File: src/rtl/fsm_mealy_param.sv
// One component of a decomposed free-choice Petri net: one-hot places, barrier-gated
// Mealy transitions. Define FSM_MEALY_RR_ARB_EN for round-robin conflict arbitration.
module fsm_mealy_param #(
  parameter int                        N_PLACES   = 4,
  parameter int                        N_TRANS    = 5,
  parameter int                        N_TB       = 2,
  parameter int                        INIT_PLACE = 2,
  parameter logic [8*N_TRANS-1:0]      TRANS_SRC  = 40'h01_00_03_02_02,
  parameter logic [8*N_TRANS-1:0]      TRANS_DST  = 40'h03_03_02_01_00,
  parameter logic [N_TRANS*N_TB-1:0]   TB_MASK    = 10'h17F
) (
  input  logic                      clk,
  input  logic                      reset,
  input  logic [N_TRANS-1:0]        t_req,
  input  logic [N_TRANS*N_TB-1:0]   tb,
  output logic [N_PLACES-1:0]       place,
  output logic [N_TRANS-1:0]        fire,
  output logic                      err
);

  localparam logic [N_PLACES-1:0] ONE_P       = {{(N_PLACES-1){1'b0}}, 1'b1};
  localparam logic [N_TRANS-1:0]  ONE_T       = {{(N_TRANS-1){1'b0}}, 1'b1};
  localparam logic [N_PLACES-1:0] INIT_ONEHOT = ONE_P << INIT_PLACE;

  logic [N_PLACES-1:0] place_q, place_d;
  logic                err_q, err_d;
  logic [N_TRANS-1:0]  sync;
  logic [N_TRANS-1:0]  enabled;
  logic [7:0]          dst [N_TRANS];
  logic                legal;
  logic                found;
  int                  sel;

  if (INIT_PLACE >= N_PLACES) begin : g_bad_init
    $error("fsm_mealy_param: INIT_PLACE %0d out of range", INIT_PLACE);
  end

  for (genvar gi = 0; gi < N_TRANS; gi++) begin : g_trans
    localparam int SRC_I = int'(TRANS_SRC[gi*8 +: 8]);
    localparam int DST_I = int'(TRANS_DST[gi*8 +: 8]);

    assign sync[gi] = t_req[gi] & (&(tb[gi*N_TB +: N_TB] | ~TB_MASK[gi*N_TB +: N_TB]));
    assign dst[gi]  = TRANS_DST[gi*8 +: 8];

    if (SRC_I >= N_PLACES) begin : g_bad_src
      $error("fsm_mealy_param: transition %0d source %0d out of range", gi, SRC_I);
      assign enabled[gi] = 1'b0;
    end else begin : g_src
      assign enabled[gi] = sync[gi] & place_q[SRC_I];
    end

    if (DST_I >= N_PLACES) begin : g_bad_dst
      $error("fsm_mealy_param: transition %0d destination %0d out of range", gi, DST_I);
    end
  end

`ifdef FSM_MEALY_RR_ARB_EN
  localparam int PW = (N_TRANS > 1) ? $clog2(N_TRANS) : 1;
  logic [PW-1:0] ptr_q, ptr_d;
  int            idx;
`endif

  always_comb begin
    place_d = place_q;
    err_d   = err_q;
    fire    = '0;
    found   = 1'b0;
    sel     = 0;
    legal   = $onehot(place_q);
`ifdef FSM_MEALY_RR_ARB_EN
    ptr_d   = ptr_q;
    idx     = 0;
    // Search wraps upward starting at the highest-priority index.
    for (int off = 0; off < N_TRANS; off++) begin
      idx = int'(ptr_q) + off;
      if (idx >= N_TRANS) idx = idx - N_TRANS;
      if (!found && enabled[idx]) begin
        found = 1'b1;
        sel   = idx;
      end
    end
`else
    for (int i = N_TRANS - 1; i >= 0; i--) begin
      if (enabled[i]) begin
        found = 1'b1;
        sel   = i;
      end
    end
`endif
    if (!legal) begin
      place_d = INIT_ONEHOT;
      err_d   = 1'b1;
    end else if (found && reset) begin
      fire    = ONE_T << sel;
      place_d = ONE_P << dst[sel];
`ifdef FSM_MEALY_RR_ARB_EN
      ptr_d   = PW'((sel + 1) % N_TRANS);
`endif
    end
  end

  always_ff @(posedge clk or negedge reset) begin
    if (!reset) begin
      place_q <= INIT_ONEHOT;
      err_q   <= 1'b0;
`ifdef FSM_MEALY_RR_ARB_EN
      ptr_q   <= '0;
`endif
    end else begin
      place_q <= place_d;
      err_q   <= err_d;
`ifdef FSM_MEALY_RR_ARB_EN
      ptr_q   <= ptr_d;
`endif
    end
  end

  assign place = place_q;
  assign err   = err_q;

endmodule
File: config.mk
export PLATFORM = sky130hd
export DESIGN_NAME = fsm_mealy_param
export DESIGN_NICKNAME = d
export VERILOG_FILES = /design/src/rtl/fsm_mealy_param.sv
export SDC_FILE = /design/constraint.sdc
export NUM_CORES = 1
export LEC_CHECK = 0
export BUFFER_PORTS_ARGS = -buffer_cell sky130_fd_sc_hd__buf_4
export CORE_AREA = 2 2 39 41
export DETAILED_ROUTE_END_ITERATION = 12
export DIE_AREA = 0 0 41 43
export GPL_ROUTABILITY_DRIVEN = 0
export PLACE_DENSITY = 0.71
export SYNTH_ARGS = -nofsm -noshare
export SYNTH_HDL_FRONTEND = slang
export SYNTH_SLANG_ARGS = --single-unit
File: constraint.sdc
create_clock -name clk -period 5.7 [get_ports clk]
set_input_delay 1.14 -clock clk [delete_from_list [all_inputs] [get_ports clk]]
set_output_delay 1.14 -clock clk [all_outputs]
set_load 0.1 [all_outputs]
==> results of run 1 <==
==> where the power goes <==
group          internal, mW  leakage [nW]  total [mW]  switching [mW]
logic                0.0799         0.268       0.242           0.162
registers            0.0463        0.0604      0.0556         0.00922
clock network        0.0265        0.0150      0.0423          0.0157
==> cell type report <==
class	count	area, sq um	area share (%)
Sequential cell	5	126.4	18.46
Clock buffer	4	26.28	3.839
Timing Repair Buffer	24	180.2	26.33
Inverter	7	26.28	3.839
Tap cell	16	20.02	2.925
Multi-Input combinational cell	35	305.3	44.61
==> flip-flops by register name, indices dropped and copies added (netlist names) <==
signal and flops:
err 1, place 4
==> through the flow <==
step	cell area, sq um	hold WS, ns	worst slack (ns)	utilization [%]
2_1_floorplan	457.9	0.7566	0.6827	-
3_3_place_gp	658.1	0.4544	2.082	47.56
3_5_place_dp	658.1	0.4575	2.074	47.56
4_1_cts	684.4	0.4713	1.789	49.46
5_1_grt	684.4	0.4967	1.645	49.46
6_report	684.4	0.4676	1.811	49.46
==> worst max-delay path: stages, from the launching register on <==
cell and delay (ns):
dfrtp_1 0.41, inv_1 0.08, fa_1 0.51, inv_1 0.04, ha_1 0.17, ha_1 0.30, nand4bb_2 0.29, nand4b_4 0.22
nor3b_2 0.18, buf_4 0.31
==> cells by family (layout without fill, tap and decap cells) <==
kind of cell | Yosys count | after routing | synth area share [%]
DFF | 5 | 5 | 27.90
buffers and inverters | 7 | 35 | 5.802
AOI/OAI and AO/OA | 8 | 8 | 14.92
and+or+nand+nor | 24 | 24 | 41.43
adders and majority gates | 3 | 3 | 9.944
==> cell usage after synthesis, drive strengths merged (2+ instances only) <==
cell and count:
nand2 3, nand3 3, nand4 4, dfrtp 4, inv 7, ha 2
and4 2, nor3b 3, nor2 4
==> routing by layer <==
layer / routed length, microns / vias up / GRT usage (%)
li1: - / 233 / -
met1: 465 / 201 / 16.39
met2: 534 / 20 / 23.13
met3: 121 / 0 / 9.424
met4: 0 / 0 / 0
met5: 0 / - / 0
==> worst max path at each step <==
stage	from	to	slack [ns]	depth (start not counted)
5_1_grt	place[1]	fire[4]	1.65	9
6_report	place[1]	fire[4]	1.81	9
3_3_place_gp	place[1]	fire[4]	2.08	9
2_1_floorplan	place[0]	fire[3]	0.68	8
4_1_cts	place[0]	fire[4]	1.79	9
3_5_place_dp	place[0]	fire[4]	2.07	9
==> impl_metrics.csv, run 1 <==
group,metric,value,unit
outcome,status,"completed",
clocking,clk_latency,0.25,ns
critical_path,regToRegSetupSlack,3.37,ns
timing,slew_viol_final,0,
critical_path,setup.worst_path.class,"flop to output pin",
power,powerDensity,496.1,nW/um^2
critical_path,endpoint_kind,"output pin",
power,ir_drop,0.0002433,V
timing,fmax,257.2,MHz
global_routing,grt_pass1_vias,399,
layout,drive_gt1_share,49.33,%
critical_path,crit_fanout,5,
yosys,synth_fp_nets,67,
yosys,ys.flop_type,"dfrtp_1",
clocking,cts.htree.levels,1,
timing,finalCritPeriodShare,68.22,%
clocking,path_clk_slew,0.04,ns
layout,layout.cells.most_common,"buf_4",
yosys,synth_area,452.9,sq um
layout,final_cell_mix,"buf_4 (24), inv_1 (7), nor2_1 (4), dfrtp_1 (4)",
yosys,syn_avg_cell_area,9.637,sq um
detailed_routing,vias_per_cell,4.989,
clocking,hold_buffers,0,
yosys,ys_seq_area_share,27.90,%
floorplan,placementRows,14,
critical_path,crit_arrival,2.75,ns
floorplan,io_pins,27,
clocking,cts.sinks,5,
yosys,netlist.area_leader.share,22.10,%
detailed_routing,vias,454,
timing,rsz0062_at_grt,"false",
global_routing,track_usage,14.34,%
place,dp_hpwl,938,microns
layout,num_antenna_cells,0,
timing,period_minus_slack,3.889,ns
clocking,cts_buffers,3,
place,io_buffers,24,
power,total_power,0.3395,mW
yosys,async_flop_share,100.0,%
critical_path,r2r.worst_path.cells,7,
power,p_leak,0.3436,nW
layout,nets,96,
floorplan,start_util,32.73,%
global_routing,grt_overflow_total,0,
critical_path,critPathRequiredTime,4.56,ns
detailed_routing,ant_nets,0,
timing,max-slew-margin-rel,62.68,%
global_routing,antenna_found_initial,0,
timing,worst_slew_pin_slew,0.5585,ns
floorplan,die_w,41,microns
timing,skew,0.008584,ns
detailed_routing,routedWlPerCell,12.32,microns
run,drv_cap,0,
critical_path,startpoint_type,"flop",
hold_path,holdCritPathClass,"flop to flop",
clocking,cts_tree,"built",
yosys,yosysWarnings,0,
layout,areaGrowthSynthToFinish,51.11,%
yosys,synth-seq-cells,5,
place,dp_cells,87,
layout,final_cells,91,
detailed_routing,dr.pass1.iters,3,
yosys,synth_edf_count,0,
timing,setup_violations,0,
yosys,yosys.area.top_type,"dfrtp_1",
hold_path,worstHoldEndpoint,"err",
global_routing,grt_start_max_net_pins,12,
floorplan,core,1384,sq um
clocking,clk_path_buf_depth,2,
layout,fill_cells,129,
detailed_routing,drc_errors,0,
detailed_routing,wl,1121,microns
hold_path,min_from,"err",
yosys,netlist_instances,47,
clocking,cts_setup_buffers,0,
global_routing,grt_pass1_wl,1656,microns
yosys,synth_cell_type_count,27,
clocking,cts_resized,0,
detailed_routing,drtIter0Drc,6,
floorplan,die-area,1763,sq um
critical_path,r2r_start,"place[1]",
critical_path,worst_r2r_endpoint,"place[2]",
clocking,root_buffer,"clkbuf_4",
timing,fin_setup_tns,0,ns
yosys,synth_area_leaders,"dfrtp_1 (22%), dfstp_2 (5.8%), inv_1 (5.8%)",
timing,finalHoldViolCount,0,
hold_path,min_path_cells,1,
floorplan,die_height,43,microns
(Power assumes the default switching activity.)
==> inputs of run 2 (changes only) <==
Settings changed: ABC_AREA set to 1, CORE_AREA 2 2 39 41 to 2 2 40 42, DIE_AREA 0 0 41 43 to 0 0 42 44, PLACE_DENSITY 0.71 to 0.74.
Clock period 5.7 ns to 3.34 ns, I/O delays scaled along.
==> run 2 against run 1 <==
Against the previous run:
- sequential power increased by 74%
- synthesized cell count increased by 51%
- worst hold slack got worse by 0.22 ns
- utilization increased by 6.5 points
- area after synthesis increased by 9.4%
- global-route usage decreased by 1.6 points
- flip-flop and latch count unchanged
- die area increased by 4.8%
- clock skew decreased by 0.0079 ns
- final area increased by 16%
- combinational power increased by 43%
==> impl_metrics.csv, run 2 <==
group,metric,value,unit
clocking,path_clk_slew,0.04,ns
detailed_routing,wl,1080,microns
power,clockPowerShare,13.4,%
layout,seq_area,137.6,sq um
detailed_routing,vias_per_cell,4.539,
layout,nets,120,
critical_path,critPathMaxStageDelay,0.52,ns
detailed_routing,vias,522,
detailed_routing,drtIter0Drc,4,
power,sw_frac_of_total,55.72,%
clocking,cts.sinks,5,
layout,finish.utilization,56.00,%
timing,finalHoldViolCount,0,
floorplan,start_util,34.92,%
power,seq_power_share,18.9,%
yosys,synth_cell_type_count,17,
critical_path,crit_arrival,2.54,ns
layout,multi_input_area,375.4,sq um
layout,layout.cells.most_common,"buf_4",
clocking,cts_buffers,3,
layout,final_cell_mix,"buf_4 (24), nand2_1 (21), inv_1 (9)",
global_routing,grt_overflow_total,0,
global_routing,antenna_found_initial,0,
yosys,netlist_instances,71,
yosys,synth_most_common_cell,"nand2_1",
global_routing,track_usage,12.78,%
detailed_routing,drc_errors,0,
critical_path,endpoint_kind,"output pin",
layout,largest_register_ffs,4,
hold_path,holdCritPathClass,"primary input to async pin",
yosys,yosysWarnings,0,
timing,max-slew-margin-rel,79.16,%
yosys,async_flop_share,100.0,%
yosys,netlist.area_leader.share,20.20,%
yosys,ys.flop_type,"dfrtp_1",
timing,worst_slew_pin_slew,0.3116,ns
layout,fill_cells,129,
floorplan,io_pins,27,
power,p_comb_share,67.7,%
power,p_int,0.2267,mW
timing,slew_viol_final,0,
detailed_routing,dr.pass1.iters,4,
clocking,cts_resized,0,
yosys,yosys.area.top_type,"dfrtp_1",
floorplan,core,1419,sq um
timing,fin_setup_tns,0,ns
detailed_routing,ant_nets,0,
place,io_buffers,24,
outcome,status,"completed",
detailed_routing,routedWlPerCell,9.391,microns
critical_path,setup.worst_path.class,"flop to output pin",
clocking,hold_buffers,0,
critical_path,startpoint_type,"flop",
global_routing,grt_pass1_vias,473,
floorplan,die_height,44,microns
critical_path,cp_common_cell,"ha_4",
clocking,cts_tree,"built",
clocking,root_buffer,"clkbuf_4",
yosys,syn_avg_cell_area,6.979,sq um
timing,skew,0.0006996,ns
critical_path,path_cells,"inv_2 -> fa_1 -> inv_1 -> ha_4 -> ha_4 -> nor3_4 -> nand3_1 -> nor2_4 -> buf_4",
critical_path,critPathRequiredTime,2.67,ns
yosys,ys_seq_area_share,25.51,%
power,total_power,0.5119,mW
critical_path,path_buf_inv,3,
timing,period_minus_slack,3.204,ns
floorplan,die_w,42,microns
yosys,synth_area_leaders,"dfrtp_1 (20%), nand2_1 (16%), inv_1 (9.1%)",
critical_path,crit_fanout,7,
timing,setup_violations,0,
power,powerDensity,644.3,nW/um^2
global_routing,grt_pass1_wl,1766,microns
power,p_leak,0.4011,nW
clocking,cts.htree.levels,1,
global_routing,grt_start_max_net_pins,10,
layout,drive_gt1_share,54.55,%
yosys,synth_area,495.5,sq um
yosys,synth.top_cells.by_count,"nand2_1 (21), inv_1 (12), nand3_1 (6), nor2_1 (6)",
critical_path,crit_slowest_cell,"fa_1",
power,power_switching,0.2852,mW
floorplan,placementRows,14,
clocking,clk_latency,0.24,ns
layout,num_antenna_cells,0,
critical_path,path_delay_family,"adder cells",
floorplan,die-area,1848,sq um
timing,rsz0062_at_grt,"false",
layout,areaGrowthSynthToFinish,60.35,%
run,drv_cap,0,
timing,finalCritPeriodShare,95.93,%
clocking,cts_setup_buffers,0,
yosys,synth-seq-cells,5,
yosys,synth_fp_nets,91,
place,dp_hpwl,938.5,microns
clocking,clk_path_buf_depth,2,
timing,fmax,312.1,MHz
yosys,synth_edf_count,0,
power,ir_drop,0.0004221,V
==> run 2: kinds of logic (layout without fill, tap and decap cells) <==
kind of cell | count (synthesis) | after routing | share of synthesized area [%]
and+or+nand+nor | 46 | 46 | 51.77
buffers and inverters | 14 | 42 | 10.61
DFF | 5 | 5 | 25.51
adders and majority gates | 3 | 3 | 9.090
AOI/OAI and AO/OA | 3 | 3 | 3.029
==> run 2: metal layers <==
layer	routed length [microns]	up-vias	part of all wire, %	GRT usage [%]
met5	0	-	0	0
met4	14	0	1.3	9.677
met3	88	2	8.1	1.667
met2	560	18	52	23.13
met1	416	229	39	13.52
li1	-	273	-	-
==> run 2: through the flow <==
step           cell area (sq um)  cells  setup slack [ns]  hold WS, ns
2_1_floorplan              568.0     71           -0.2562       0.3724
3_3_place_gp               768.2    111            0.3789       0.4493
3_5_place_dp               768.2    111            0.3671       0.4561
4_1_cts                    794.5    115            0.1169       0.2434
5_1_grt                    794.5    115           0.02123       0.2395
6_report                   794.5    115            0.1359       0.2437
==> run 2: area by class of cell <==
class | count | area share, %
timing repair buffer | 24 | 22.68
inverter | 14 | 6.929
tap | 16 | 2.520
sequential | 5 | 17.32
clock buffer | 4 | 3.307
multi-input combinational | 52 | 47.24
==> run 2: power groups by stage <==
stage | sequential [mW] | combinational, mW | clock [mW]
2_1_floorplan | 0.177 | 0.209 | 0
3_3_place_gp | 0.0984 | 0.345 | 0
3_5_place_dp | 0.0986 | 0.352 | 0
4_1_cts | 0.0977 | 0.352 | 0.0696
5_1_grt | 0.0998 | 0.377 | 0.0749
6_report | 0.0969 | 0.347 | 0.0684
==> run 2: final timing paths <==
check	startpoint	end	slack (ns)	cells after the start
max	place[3]	fire[1]	0.14	9
max in group asynchronous	reset	place[2]	2.88	1
min	reset	place[0]	0.24	1
min reg2reg	err	err	0.46	1
max reg2reg	place[3]	place[3]	1.21	10
min in group clk	err	err	0.46	1
==> inputs of run 3 (changes only) <==
Settings changed: CORE_AREA 2 2 40 42 to 2 2 39 41, DIE_AREA 0 0 42 44 to 0 0 41 43, PLACE_DENSITY 0.74 to 0.75.
Clock period 3.34 ns to 3.12 ns, I/O delays scaled along.
==> run 3 against run 2 <==
Against the previous run:
- worst hold slack worse by 0.040 ns
- utilization up 6.5 points
- highest routed layer unchanged
- clock-buffer cell count unchanged
- largest cell class unchanged
- non-clock buffer count up 4
- sequential share of layout area down 1.4 points
- clock skew about the same
==> impl_metrics.csv, run 3 (synthesis results as in run 2) <==
group,metric,value,unit
clocking,cts.htree.levels,1,
layout,final_cell_mix,"buf_4 (24), nand2_1 (21), inv_1 (8)",
power,seq_power_share,16.5,%
timing,fmax,331.3,MHz
layout,num_antenna_cells,0,
timing,max-slew-margin-rel,81.61,%
detailed_routing,drtIter0Drc,9,
clocking,cts_tree,"built",
timing,rsz0062_at_grt,"true",
critical_path,path_cells,"inv_2 -> fa_1 -> inv_2 -> ha_4 -> ha_4 -> nor3_4 -> buf_4 -> nand3_4 -> nor2_4 -> buf_12",
power,power_switching,0.3320,mW
global_routing,grt_start_max_net_pins,10,
timing,skew,0.001072,ns
detailed_routing,wl,1194,microns
critical_path,worst_r2r_endpoint,"place[3]",
power,ir_drop,0.0007500,V
floorplan,io_pins,27,
critical_path,endpoint_kind,"output pin",
detailed_routing,routedWlPerCell,10.03,microns
critical_path,setup.worst_path.class,"flop to output pin",
global_routing,grt_overflow_total,0,
run,drv_cap,0,
global_routing,grt_pass1_wl,2042,microns
critical_path,crit_slowest_cell,"fa_1",
hold_path,holdCritPathClass,"primary input to async pin",
timing,period_minus_slack,3.019,ns
clocking,cts.sinks,5,
critical_path,path_buf_inv,4,
power,clockPowerShare,11.8,%
timing,timing.hold.ws,0.2035,ns
floorplan,start_util,35.80,%
critical_path,startpoint_type,"flop",
global_routing,antenna_found_initial,0,
place,io_buffers,24,
timing,finalHoldViolCount,0,
layout,largest_register_ffs,4,
layout,drive_gt1_share,57.28,%
clocking,root_buffer,"clkbuf_4",
layout,areaGrowthSynthToFinish,74.49,%
layout,nets,124,
power,total_power,0.6377,mW
global_routing,track_usage,17.44,%
layout,layout.cells.most_common,"buf_4",
outcome,status,"completed",
clocking,cts_buffers,3,
critical_path,r2r.worst_path.cells,11,
timing,finalCritPeriodShare,96.76,%
critical_path,critPathRequiredTime,2.50,ns
critical_path,crit_fanout,4,
floorplan,die_height,43,microns
floorplan,die_w,41,microns
detailed_routing,dr.pass1.iters,6,
global_routing,grt_pass1_vias,530,
critical_path,regToRegSetupSlack,1.03,ns
clocking,path_clk_slew,0.05,ns
floorplan,die-area,1763,sq um
critical_path,crit_arrival,2.39,ns
place,dp_hpwl,973.1,microns
timing,setup_violations,0,
critical_path,path_delay_family,"adder cells",
power,p_leak,0.4246,nW
detailed_routing,vias,550,
timing,slew_viol_final,0,
floorplan,placementRows,14,
critical_path,r2r_start,"place[3]",
power,powerDensity,737.6,nW/um^2
clocking,clk_latency,0.24,ns
detailed_routing,vias_per_cell,4.622,
timing,worst_slew_pin_slew,0.2781,ns
detailed_routing,ant_nets,0,
critical_path,critPathMaxStageDelay,0.55,ns
power,p_comb_share,71.8,%
floorplan,core,1384,sq um
power,p_int,0.3056,mW
power,sw_frac_of_total,52.07,%
clocking,clk_path_buf_depth,2,
detailed_routing,drc_errors,0,
==> run 3: cell count changes in the layout (fill, tap and decap cells not counted) <==
cell,change
buf_12,+2
buf_6,+2
inv_1,-1
inv_2,+1
nand3_2,-1
nand3_4,+1
==> run 3: power groups by stage <==
stage               clock (mW)  combinational, mW  sequential [mW]
global placement             0              0.370            0.107
finish                  0.0750              0.458            0.105
CTS                     0.0772              0.451            0.105
detailed placement           0              0.379            0.106
floorplan                    0              0.225            0.189
global route            0.0851              0.498            0.107
==> run 3: timing repair <==
item	in CTS	in global routing
buffers inserted	4	0
endpoints found under the setup margin	4	5
hold buffers	0	0
gates resized for setup	7	3
pin swaps	1	1
==> run 3: routing by layer <==
layer  part of all wire [%]  vias to the layer above  GRT usage, %
li1                       -                      285             -
met1                     38                      248         19.87
met2                     57                       15         28.44
met3                    3.8                        2         3.141
met4                    1.7                        0         10.00
met5                      0                        -             0
==> run 3: area by class of cell <==
type	count	area [sq um]
well taps	16	20.02
inverters	14	55.05
fillers	125	519.2
clock buffers	4	26.28
repair buffers	28	242.7
flip-flops and latches	5	137.6
multi-input cells	52	382.9
==> run 3: how the worst max path moves through the flow <==
| stage | start | end | slack [ns] | cells after the start |
|---|---|---|---|---|
| floorplan | place[3] | fire[3] | -0.43 | 8 |
| global placement | place[3] | fire[0] | 0.17 | 9 |
| finish | place[3] | fire[0] | 0.10 | 10 |
| CTS | place[3] | fire[0] | 0.005 | 10 |
| global route | place[3] | fire[0] | -0.03 | 10 |
| detailed placement | place[3] | fire[0] | 0.13 | 9 |
==> run 3: through the flow <==
step	instance area, sq um	instances	setup TNS, ns	util (%)	setup slack (ns)
after floorplan	568.0	71	-0.8670	-	-0.4311
after global placement	768.2	111	0	55.52	0.1732
after detailed placement	768.2	111	0	55.52	0.1275
after CTS	854.6	119	0	61.75	0.005274
after global routing	864.6	119	-0.04537	62.48	-0.02969
final	864.6	119	0	62.48	0.1011
